**config.mk**
```make
export PLATFORM = sky130hd
export DESIGN_NAME = mips_multi_ctrl
export DESIGN_NICKNAME = d
export VERILOG_FILES = /design/src/rtl/mips_pkg.sv /design/src/rtl/mips_aludec.sv /design/src/rtl/mips_multi_ctrl.sv
export SDC_FILE = /design/constraint.sdc
export NUM_CORES = 1
export LEC_CHECK = 0
export CAP_MARGIN = 20
export CORE_MARGIN = 4
export CORE_UTILIZATION = 48
export CTS_BUF_LIST = sky130_fd_sc_hd__clkbuf_8
export DETAILED_ROUTE_END_ITERATION = 12
export PLACE_DENSITY = 0.84
export SLEW_MARGIN = 20
export SYNTH_ARGS = -nofsm -noshare
export SYNTH_HDL_FRONTEND = slang
export SYNTH_SLANG_ARGS = --single-unit
```
**constraint.sdc**
```tcl
create_clock -name clk -period 2.38 [get_ports clk]
set_input_delay 0.476 -clock clk [delete_from_list [all_inputs] [get_ports clk]]
set_output_delay 0.476 -clock clk [all_outputs]
set_load 0.02 [all_outputs]
```
**src/rtl/mips_pkg.sv**
```systemverilog
// Shared encodings for the multi-cycle MIPS controller:
// FSM states, opcode/funct constants, ALU and mux select codes.
package mips_pkg;

    typedef enum logic [3:0] {
        FETCH,
        DECODE,
        MEMADR,
        MEMRD,
        MEMWB,
        MEMWR,
        EXECUTE,
        ALUWB,
        BRANCH,
        ADDIEX,
        ADDIWB,
        JUMP,
        HALT
    } state_t;

    localparam logic [5:0] OP_RTYPE = 6'b000000;
    localparam logic [5:0] OP_LW    = 6'b100011;
    localparam logic [5:0] OP_SW    = 6'b101011;
    localparam logic [5:0] OP_BEQ   = 6'b000100;
    localparam logic [5:0] OP_BNE   = 6'b000101;
    localparam logic [5:0] OP_ADDI  = 6'b001000;
    localparam logic [5:0] OP_J     = 6'b000010;

    localparam logic [5:0] FN_ADD = 6'b100000;
    localparam logic [5:0] FN_SUB = 6'b100010;
    localparam logic [5:0] FN_AND = 6'b100100;
    localparam logic [5:0] FN_OR  = 6'b100101;
    localparam logic [5:0] FN_SLT = 6'b101010;

    localparam logic [1:0] ALUOP_ADD   = 2'b00;
    localparam logic [1:0] ALUOP_SUB   = 2'b01;
    localparam logic [1:0] ALUOP_FUNCT = 2'b10;

    localparam logic [2:0] ALU_AND = 3'b000;
    localparam logic [2:0] ALU_OR  = 3'b001;
    localparam logic [2:0] ALU_ADD = 3'b010;
    localparam logic [2:0] ALU_SUB = 3'b110;
    localparam logic [2:0] ALU_SLT = 3'b111;

    localparam logic [1:0] SRCB_REG   = 2'b00;
    localparam logic [1:0] SRCB_FOUR  = 2'b01;
    localparam logic [1:0] SRCB_IMM   = 2'b10;
    localparam logic [1:0] SRCB_BRIMM = 2'b11;

    localparam logic [1:0] PC_ALU    = 2'b00;
    localparam logic [1:0] PC_ALUOUT = 2'b01;
    localparam logic [1:0] PC_JUMP   = 2'b10;

    function automatic logic funct_ok(input logic [5:0] f);
        return (f == FN_ADD) || (f == FN_SUB) || (f == FN_AND) ||
               (f == FN_OR)  || (f == FN_SLT);
    endfunction

endpackage

```
**src/rtl/mips_aludec.sv**
```systemverilog
// ALU decoder: maps aluop and the R-type funct field
// onto the 3-bit alucontrol code.
module mips_aludec
    import mips_pkg::*;
(
    input  logic [1:0] aluop,
    input  logic [5:0] funct,
    output logic [2:0] alucontrol
);

    always_comb begin
        alucontrol = ALU_ADD;
        case (aluop)
            ALUOP_ADD: alucontrol = ALU_ADD;
            ALUOP_SUB: alucontrol = ALU_SUB;
            ALUOP_FUNCT: begin
                case (funct)
                    FN_ADD:  alucontrol = ALU_ADD;
                    FN_SUB:  alucontrol = ALU_SUB;
                    FN_AND:  alucontrol = ALU_AND;
                    FN_OR:   alucontrol = ALU_OR;
                    FN_SLT:  alucontrol = ALU_SLT;
                    default: alucontrol = ALU_ADD;
                endcase
            end
            default: alucontrol = ALU_ADD;
        endcase
    end

endmodule

```
**src/rtl/mips_multi_ctrl.sv**
```systemverilog
// Multi-cycle MIPS control FSM with memory-wait timeout and HALT.
// Define MIPS_BNE_EN to decode bne (op 000101) as a branch.
module mips_multi_ctrl
    import mips_pkg::*;
#(
    parameter int TIMEOUT = 255
) (
    input  logic       clk,
    input  logic       reset,
    input  logic [5:0] op,
    input  logic [5:0] funct,
    input  logic       zero,
    input  logic       memready,
    output logic       pcen,
    output logic       memwrite,
    output logic       irwrite,
    output logic       regwrite,
    output logic       alusrca,
    output logic       iord,
    output logic       memtoreg,
    output logic       regdst,
    output logic       illegal,
    output logic       memerr,
    output logic [1:0] alusrcb,
    output logic [1:0] pcsrc,
    output logic [2:0] alucontrol
);

    localparam int CNT_W = (TIMEOUT < 2) ? 1 : $clog2(TIMEOUT);
    localparam logic [CNT_W-1:0] LAST = CNT_W'(TIMEOUT - 1);

    state_t           state;
    state_t           state_next;
    state_t           dec_next;
    logic [CNT_W-1:0] count;
    logic [CNT_W-1:0] count_next;
    logic             wait_st;
    logic             expire;
    logic             legal;
    logic             take;
    logic             pcwrite;
    logic             branch;
    logic             irwrite_raw;
    logic             regwrite_raw;
    logic             memwrite_raw;
    logic [1:0]       aluop;

    assign wait_st = (state == FETCH) || (state == MEMRD) || (state == MEMWR);
    // memready on the last tolerated cycle wins over the timeout
    assign expire = wait_st && !memready && (count == LAST);

    always_ff @(posedge clk or negedge reset) begin
        if (!reset) begin
            state  <= FETCH;
            count  <= '0;
            memerr <= 1'b0;
        end else begin
            state <= state_next;
            count <= count_next;
            if (state_next == HALT)
                memerr <= 1'b1;
        end
    end

    always_comb begin
        count_next = '0;
        if (wait_st && !memready && !expire)
            count_next = count + 1'b1;
    end

    always_comb begin
        dec_next = FETCH;
        legal    = 1'b1;
        case (op)
            OP_LW, OP_SW: dec_next = MEMADR;
            OP_RTYPE: begin
                if (funct_ok(funct))
                    dec_next = EXECUTE;
                else
                    legal = 1'b0;
            end
            OP_BEQ:  dec_next = BRANCH;
`ifdef MIPS_BNE_EN
            OP_BNE:  dec_next = BRANCH;
`endif
            OP_ADDI: dec_next = ADDIEX;
            OP_J:    dec_next = JUMP;
            default: legal = 1'b0;
        endcase
    end

`ifdef MIPS_BNE_EN
    assign take = (op == OP_BNE) ? ~zero : zero;
`else
    assign take = zero;
`endif

    always_comb begin
        state_next   = state;
        pcwrite      = 1'b0;
        branch       = 1'b0;
        irwrite_raw  = 1'b0;
        regwrite_raw = 1'b0;
        memwrite_raw = 1'b0;
        alusrca      = 1'b0;
        iord         = 1'b0;
        memtoreg     = 1'b0;
        regdst       = 1'b0;
        illegal      = 1'b0;
        alusrcb      = SRCB_REG;
        pcsrc        = PC_ALU;
        aluop        = ALUOP_ADD;
        case (state)
            FETCH: begin
                alusrcb = SRCB_FOUR;
                if (memready) begin
                    irwrite_raw = 1'b1;
                    pcwrite     = 1'b1;
                    state_next  = DECODE;
                end else if (expire) begin
                    state_next = HALT;
                end
            end
            DECODE: begin
                alusrcb    = SRCB_BRIMM;
                illegal    = !legal;
                state_next = dec_next;
            end
            MEMADR: begin
                alusrca    = 1'b1;
                alusrcb    = SRCB_IMM;
                state_next = (op == OP_SW) ? MEMWR : MEMRD;
            end
            MEMRD: begin
                iord = 1'b1;
                if (memready)
                    state_next = MEMWB;
                else if (expire)
                    state_next = HALT;
            end
            MEMWB: begin
                memtoreg     = 1'b1;
                regwrite_raw = 1'b1;
                state_next   = FETCH;
            end
            MEMWR: begin
                iord         = 1'b1;
                memwrite_raw = 1'b1;
                if (memready)
                    state_next = FETCH;
                else if (expire)
                    state_next = HALT;
            end
            EXECUTE: begin
                alusrca    = 1'b1;
                aluop      = ALUOP_FUNCT;
                state_next = ALUWB;
            end
            ALUWB: begin
                regdst       = 1'b1;
                regwrite_raw = 1'b1;
                state_next   = FETCH;
            end
            BRANCH: begin
                alusrca    = 1'b1;
                aluop      = ALUOP_SUB;
                pcsrc      = PC_ALUOUT;
                branch     = 1'b1;
                state_next = FETCH;
            end
            ADDIEX: begin
                alusrca    = 1'b1;
                alusrcb    = SRCB_IMM;
                state_next = ADDIWB;
            end
            ADDIWB: begin
                regwrite_raw = 1'b1;
                state_next   = FETCH;
            end
            JUMP: begin
                pcsrc      = PC_JUMP;
                pcwrite    = 1'b1;
                state_next = FETCH;
            end
            HALT:    state_next = HALT;
            default: state_next = FETCH;
        endcase
    end

    // enables are masked while reset is low, even mid-instruction
    assign pcen     = reset & (pcwrite | (branch & take));
    assign irwrite  = reset & irwrite_raw;
    assign regwrite = reset & regwrite_raw;
    assign memwrite = reset & memwrite_raw;

    mips_aludec u_aludec (
        .aluop      (aluop),
        .funct      (funct),
        .alucontrol (alucontrol)
    );

endmodule

```
==> flow_summary_export.csv, run 1 <==
group,metric,value,unit
outcome,outcome,"complete, no violations",
global_routing,grt_max_degree,14,
place,gp_congestion,0.864,
power_and_ir_drop,netSwitchingFraction,40.6,%
layout,drive_gt1_share,21.9,%
run,cap_violations,0,
critical_path,required,1.90,ns
layout,stdcell_count,215,
sta,setup_violations,0,
sta,final_max_slew_viol_count,0,
place,port_buffers,32,
layout,post-route-util,74.6,%
power_and_ir_drop,pwr-share-clk,17.7,%
floorplan,rows,17,
critical_path,reg2regPathDepth,5,
floorplan,core_area,0.00219,mm2
global_routing,gr-total-overflow,0,
synth,synth_warnings,0,
place,dp_cells,211,
critical_path,crit_fanout,3,
synth,synth.area.top_cells,"dfrtp_1, nor2_1, xor2_1",
detailed_routing,routed_wl,3.22,mm
sta,hold_viol_final,0,
synth,netlist_area,0.00109,mm2
power_and_ir_drop,seqPwrFrac,28.1,%
synth,synth_cells,137,
detailed_routing,ant_nets,0,
critical_path,crit_start,"funct[5]",
global_routing,antenna_found_initial,0,
cts,max-clock-path-buffers,2,
sta,worstMarginPinSlew,0.324,ns
critical_path,critPathBufInv,3,
detailed_routing,wl_per_cell,15.0,um
power_and_ir_drop,vdd_drop_max,0.561,mV
critical_path,critical_path_class,"input port to output port",
power_and_ir_drop,total_power,1.05,mW
critical_path,arrival,1.88,ns
sta,period_share,99.1,%
sta,final.setup_skew,0.00124,ns
synth,synth_nets,157,
synth,avgSynthCellArea,7.99,um2
synth,synth_most_common_cell,"nor2_1",
critical_path,critPathMaxStageDelay,0.46,ns
layout,n_antenna_cell,0,
critical_path,cp_top_family,"buffers and inverters",
detailed_routing,via_count,1223,
cts,cts_setup_buffers,0,
global_routing,grt_pass1_vias,1213,
power_and_ir_drop,leakagePower,0.773,nW
synth,dominantRegCellSynth,"dfrtp_1",
synth,ys_top_cells_by_count,"nor2_1, dfrtp_1, nand2_1, nand3_1, xor2_1",
synth,synth-edff-count,0,
worst_hold_path,min_path_type,"input port to async pin",
detailed_routing,drc,0,
cts,cts_tree,"done",
detailed_routing,drt_iter0_drc,56,
synth,synth_top_area_share,29.7,%
sta,max_slew_margin,78.1,%
critical_path,worstSetupPathDepth,7,
cts,cts_buffers,3,
critical_path,crit_slowest_cell,"clkdlybuf4s50_1",
detailed_routing,via_per_inst,5.69,
layout,final_nets,208,
critical_path,path_cells,"clkdlybuf4s50_1 -> nor2b_4 -> buf_4 -> o2111ai_2 -> a221oi_2 -> nor4_1 -> buf_2",
synth,seq_area_frac_synth,29.7,%
synth,synth_top_cell_by_area,"dfrtp_1",
place,dp_hpwl,2.46,mm
critical_path,cp-start-kind,"input port",
power_and_ir_drop,power.switching,0.427,mW
critical_path,crit_path_end_kind,"output port",
global_routing,grt_pass1_wl,5.41,mm
synth,synth_seq_cells,13,
power_and_ir_drop,internal_power,0.624,mW
cts,clkLatencyLatePin,0.24,ns
floorplan,design.die.area,0.00311,mm2
layout,syn_to_final_growth,49.4,%
sta,layout_min_cycle_time,2.36,ns
detailed_routing,firstDrtPassIters,6,
cts,cts_hold_buf,0,
synth,async_flop_share,100,%
synth,synth.distinct_cells,41,
power_and_ir_drop,power_density,643,mW/mm2
cts,ctsRootBufferMaster,"clkbuf_8",
global_routing,grt_use_total,20.9,%
floorplan,die_h,55.8,um
sta,fmax,424,MHz
cts,clock-sinks,13,
critical_path,reg2reg_from,"state[3]",
power_and_ir_drop,combPwrFrac,54.2,%
floorplan,pin_count,33,
cts,cts.htree.levels,1,
cts,clk_pin_slew,0.05,ns
floorplan,start_util,50.0,%
floorplan,die_w,55.8,um
sta,setup_tns,0,ns
## state kept, by name (all words and copies together) (netlist names)
signal	count
count	8
state	4
memerr	1
## path summary, 6_finish.rpt
| check | slack, ns | end |
|---|---|---|
| worst min-delay path | 0.42 | memerr |
| worst max register to register | 0.73 | count[7] |
| min in group clk | 0.50 | memerr |
| worst min register to register | 0.50 | memerr |
| worst max-delay path | 0.02 | illegal |
| max in group asynchronous | 1.80 | count[7] |
## cells in the final DEF, fill, tap and decap left out, types with 5 or more instances in the layout
| cell type | synthesis | layout |
|---|---|---|
| buf_4 | 1 | 22 |
| nor2_1 | 20 | 20 |
| clkdlybuf4s50_1 | 0 | 20 |
| dfrtp_1 | 13 | 13 |
| nand2_1 | 8 | 8 |
| inv_1 | 6 | 7 |
| xor2_1 | 7 | 7 |
| nand3_1 | 7 | 6 |
| o21ai_0 | 5 | 5 |
| nand2b_1 | 5 | 5 |
| a21oi_1 | 5 | 5 |
## power by group through the flow
stage	Clock [mW]	Sequential, mW	Combinational, mW
2_1_floorplan	0	0.282	0.348
3_3_place_gp	0	0.293	0.563
3_5_place_dp	0	0.297	0.579
4_1_cts	0.190	0.294	0.569
5_1_grt	0.201	0.301	0.615
6_report	0.186	0.295	0.570
## metrics by stage
| stage | setup slack, ns | hold slack (ns) | cell area (um2) |
|---|---|---|---|
| detailed placement | -0.461 | 0.477 | 1580 |
| global route | -0.102 | 0.460 | 1640 |
| global placement | -0.399 | 0.471 | 1580 |
| floorplan | 0.0216 | 0.180 | 1090 |
| CTS | 0.0159 | 0.428 | 1610 |
| finish | 0.0210 | 0.417 | 1640 |
## area by class of cell
cell class	count	area, um2
inverters	6	22.5
clock inverters	1	3.75
clock buffers	3	41.3
multi-input cells	110	737
flip-flops and latches	13	325
fillers	175	556
repair buffers	54	470
well taps	28	35.0
## routing by layer
metal	vias to the layer above	wire length [um]	track usage [%]
li1	591	-	-
met1	600	1420	26.3
met2	30	1660	35.3
met3	2	134	5.10
met4	0	10	6.25
met5	-	0	0
## cells by family (layout without fill, tap and decap cells)
kind of cell               after synthesis  count (layout)  synth area share, %
adders and majority gates                4               4                 4.57
and+or+nand+nor                         72              72                 36.1
muxes                                    2               2                 1.94
DFF                                     13              13                 29.7
AOI/OAI and AO/OA                       22              22                 13.9
buffers and inverters                   14              64                 5.71
xor gates and xnor gates                10              10                 8.00
## repair_timing
action	4_1_cts	5_1_grt
gates cloned	0	0
gates resized for setup	19	12
setup endpoints to repair	9	7
pin swaps	1	2
endpoints found under the hold margin	0	0
No activity file was read; power rests on OpenSTA's default activity.
==> run 2: changes to the inputs <==
--- a/config.mk
+++ b/config.mk
@@ -11,6 +11,7 @@
 export CTS_BUF_LIST = sky130_fd_sc_hd__clkbuf_8
 export DETAILED_ROUTE_END_ITERATION = 12
 export PLACE_DENSITY = 0.84
+export SKIP_CTS_REPAIR_TIMING = 1
 export SLEW_MARGIN = 20
 export SYNTH_ARGS = -nofsm -noshare
 export SYNTH_HDL_FRONTEND = slang
==> flow_summary_export.csv, run 2 (synthesis results as in run 1) <==
group,metric,value,unit
sta,fmax,429,MHz
place,dp_hpwl,2.46,mm
floorplan,core_area,0.00219,mm2
sta,hold_viol_final,0,
detailed_routing,via_per_inst,5.67,
power_and_ir_drop,power_density,638,mW/mm2
floorplan,die_h,55.8,um
detailed_routing,drt_iter0_drc,18,
critical_path,critPathMaxStageDelay,0.45,ns
place,placed_cell_area,0.00158,mm2
critical_path,required,1.90,ns
cts,max-clock-path-buffers,2,
global_routing,grt_pass1_wl,5.39,mm
cts,cts_buffers,3,
layout,syn_to_final_growth,50.6,%
place,pre_cts_ws,-0.461,ns
sta,setup_tns,0,ns
global_routing,grt_max_degree,14,
sta,final_max_slew_viol_count,0,
global_routing,grt_use_total,20.9,%
floorplan,die_w,55.8,um
cts,clock-sinks,13,
power_and_ir_drop,vdd_drop_max,0.557,mV
detailed_routing,drc,0,
critical_path,r2r_end,"count[7]",
sta,period_share,97.9,%
cts,cts.htree.levels,1,
sta,max_slew_margin,78.6,%
power_and_ir_drop,leakagePower,0.824,nW
sta,timing.final.ws_setup,0.0509,ns
place,port_buffers,32,
floorplan,rows,17,
detailed_routing,firstDrtPassIters,4,
critical_path,regToRegSetupSlack,0.76,ns
layout,final_cell_mix,"buf_4, clkdlybuf4s50_1, nor2_1",
critical_path,cp-start-kind,"input port",
sta,layout_min_cycle_time,2.33,ns
floorplan,start_util,50.0,%
critical_path,path_cells,"clkdlybuf4s50_1 -> nor2b_2 -> nand3_1 -> o2bb2a_1 -> nor3b_2 -> buf_4",
cts,clk_pin_slew,0.05,ns
floorplan,pin_count,33,
detailed_routing,via_count,1220,
sta,setup_violations,0,
worst_hold_path,min_path_type,"input port to async pin",
layout,drive_gt1_share,21.4,%
cts,ctsRootBufferMaster,"clkbuf_8",
layout,final_nets,208,
run,cap_violations,0,
outcome,outcome,"complete, no violations",
critical_path,crit_slowest_cell,"clkdlybuf4s50_1",
sta,grt_setup_unrepaired,"false",
detailed_routing,ant_nets,0,
global_routing,gr-total-overflow,0,
detailed_routing,routed_wl,3.11,mm
critical_path,reg2reg_from,"state[3]",
layout,largest_register_ffs,8,
layout,top_regs,"count: 8 flops, state: 4 flops, memerr: 1 flops",
layout,fin_area,0.00165,mm2
global_routing,antenna_found_initial,0,
place,gp_congestion,0.864,
floorplan,design.die.area,0.00311,mm2
critical_path,critical_path_class,"input port to output port",
critical_path,crit_path_end_kind,"output port",
cts,clkLatencyLatePin,0.24,ns
critical_path,crit_fanout,3,
layout,n_antenna_cell,0,
layout,largest-register,"count",
critical_path,reg2regPathDepth,5,
layout,final_common_cell,"buf_4",
cts,cts_tree,"done",
critical_path,arrival,1.85,ns
detailed_routing,wl_per_cell,14.5,um
global_routing,grt_pass1_vias,1211,
sta,final.setup_skew,0.00131,ns
sta,worstMarginPinSlew,0.316,ns
[run 2: cell count changes in the layout (fill, tap and decap cells not counted), sizes merged]
cell,before,now
buf,25,24
dlygate4sd2,4,0
clkdlybuf4s50,20,21
dlymetal6s2s,4,8
[run 2: metal layers]
metal,track usage (%),share of wire (%)
met5,0,0
met4,6.25,0.77
met3,5.57,4.1
met2,35.0,50
met1,26.0,45
[run 2: cell type report]
cell class	count	area [um2]
flip-flops and latches	13	327
clock inverters	1	3.75
inverters	6	22.5
repair buffers	54	493
clock buffers	3	41.3
well taps	28	35.0
multi-input cells	110	727
fillers	163	542
[run 2: critical path: cells and delay by family]
kind | cells | cell delay [ns]
compound gates | 1 | 0.31
simple gates | 3 | 0.46
buf+inv | 2 | 0.61
[run 2: how the worst max path moves through the flow]
stage	startpoint	end	slack, ns
2_1_floorplan	state[1]	alucontrol[0]	0.02
3_5_place_dp	funct[5]	alucontrol[0]	-0.46
5_1_grt	op[3]	illegal	0.009
4_1_cts	funct[5]	alucontrol[0]	-0.47
3_3_place_gp	funct[5]	alucontrol[0]	-0.40
6_report	funct[5]	alucontrol[0]	0.05
[run 2: through the flow]
| step | total power, mW | cells | utilization (%) | hold slack, ns |
|---|---|---|---|---|
| 3_5_place_dp | 0.877 | 211 | 71.9 | 0.477 |
| 6_report | 1.05 | 215 | 75.3 | 0.310 |
| 5_1_grt | 1.12 | 215 | 75.3 | 0.351 |
| 3_3_place_gp | 0.856 | 211 | 71.9 | 0.471 |
| 2_1_floorplan | 0.630 | 137 | - | 0.180 |
| 4_1_cts | 1.07 | 215 | 74.0 | 0.497 |
[run 2: power by group]
group / leakage [nW] / switching, mW / internal (mW)
Clock: 0.0269 / 0.0723 / 0.113
Sequential: 0.171 / 0.0410 / 0.254
Combinational: 0.625 / 0.312 / 0.261
Total: 0.824 / 0.425 / 0.628
==> run 3: changes to the inputs <==
--- a/config.mk
+++ b/config.mk
@@ -16,3 +16,4 @@
 export SYNTH_ARGS = -nofsm -noshare
 export SYNTH_HDL_FRONTEND = slang
 export SYNTH_SLANG_ARGS = --single-unit
+export TNS_END_PERCENT = 1
==> flow_summary_export.csv, run 3 (synthesis results as in run 1) <==
group,metric,value,unit
critical_path,required,1.90,ns
sta,period_share,99.2,%
detailed_routing,drt_iter0_drc,27,
power_and_ir_drop,leakagePower,0.822,nW
sta,worstMarginPinSlew,0.316,ns
layout,syn_to_final_growth,49.4,%
cts,clock-sinks,13,
critical_path,path_cells,"clkdlybuf4s50_1 -> nor2b_2 -> nand3_1 -> o2bb2a_1 -> nor3b_1 -> clkbuf_2",
cts,clk_pin_slew,0.05,ns
layout,largest_register_ffs,8,
critical_path,critical_path_class,"input port to output port",
sta,final_max_slew_viol_count,0,
cts,cts_tree,"done",
global_routing,grt_pass1_wl,5.39,mm
run,cap_violations,0,
place,port_buffers,32,
critical_path,critPathMaxStageDelay,0.45,ns
place,dp_hpwl,2.46,mm
floorplan,pin_count,33,
layout,drive_gt1_share,20.3,%
sta,max_slew_margin,78.6,%
layout,top_regs,"count: 8 flops, state: 4 flops, memerr: 1 flops",
floorplan,core_area,0.00219,mm2
layout,final_nets,208,
cts,max-clock-path-buffers,2,
detailed_routing,firstDrtPassIters,4,
floorplan,die_h,55.8,um
worst_hold_path,min_path_type,"input port to async pin",
layout,stdcell_count,215,
global_routing,antenna_found_initial,0,
global_routing,gr-total-overflow,0,
sta,timing.final.ws_setup,0.0182,ns
sta,setup_tns,0,ns
outcome,outcome,"complete, no violations",
cts,cts_buffers,3,
critical_path,arrival,1.89,ns
place,dp_cells,211,
power_and_ir_drop,power_density,642,mW/mm2
floorplan,die_w,55.8,um
detailed_routing,via_count,1216,
floorplan,rows,17,
place,gp_congestion,0.864,
critical_path,crit_path_end_kind,"output port",
detailed_routing,via_per_inst,5.66,
critical_path,crit_fanout,3,
cts,clkLatencyLatePin,0.24,ns
detailed_routing,wl_per_cell,14.4,um
global_routing,grt_pass1_vias,1211,
layout,n_antenna_cell,0,
sta,grt_setup_unrepaired,"true",
sta,hold_viol_final,0,
critical_path,cp_top_family,"buffers and inverters",
global_routing,grt_max_degree,14,
floorplan,design.die.area,0.00311,mm2
place,pre_cts_ws,-0.461,ns
layout,largest-register,"count",
detailed_routing,routed_wl,3.10,mm
power_and_ir_drop,vdd_drop_max,0.555,mV
sta,final.setup_skew,0.00170,ns
layout,final_common_cell,"buf_4",
cts,cts.htree.levels,1,
floorplan,start_util,50.0,%
sta,fmax,423,MHz
cts,ctsRootBufferMaster,"clkbuf_8",
detailed_routing,drc,0,
sta,setup_violations,0,
sta,layout_min_cycle_time,2.36,ns
layout,final_cell_mix,"buf_4, clkdlybuf4s50_1, nor2_1",
critical_path,crit_slowest_cell,"clkdlybuf4s50_1",
critical_path,cp-start-kind,"input port",
global_routing,grt_use_total,20.9,%
detailed_routing,ant_nets,0,
critical_path,critPathBufInv,2,
[run 3: area by class of cell]
cell class	instances	area (um2)
fillers	166	556
inverters	6	22.5
flip-flops and latches	13	327
clock inverters	1	3.75
clock buffers	3	41.3
repair buffers	54	490
multi-input cells	110	716
well taps	28	35.0
[run 3: routing by layer]
metal / GRT usage, % / wire, um / up-vias
li1: - / - / 588
met1: 26.0 / 1430 / 599
met2: 35.0 / 1530 / 27
met3: 5.57 / 120 / 2
met4: 6.25 / 10 / 0
met5: 0 / 0 / -
[run 3: power by group]
group	internal (mW)	switching, mW
combinational	0.260	0.310
clock	0.113	0.0721
sequential	0.254	0.0412
total	0.627	0.423
[run 3: path summary, 6_finish.rpt]
kind | from | end | slack, ns | depth (start not counted)
worst min-delay path | reset | memerr | 0.31 | 2
worst min register to register | memerr | memerr | 0.49 | 2
max in group asynchronous | reset | count[7] | 1.90 | 2
min in group clk | memerr | memerr | 0.49 | 2
worst max-delay path | funct[5] | alucontrol[0] | 0.02 | 6
worst max register to register | state[3] | count[7] | 0.77 | 5
[run 3: metrics by stage]
step	hold WS [ns]	total power, mW	utilization (%)	instance area (um2)
after floorplan	0.180	0.630	-	1090
final	0.311	1.05	74.6	1640
after global routing	0.351	1.12	74.6	1640
after detailed placement	0.477	0.877	71.9	1580
after global placement	0.471	0.856	71.9	1580
after CTS	0.497	1.07	74.0	1620
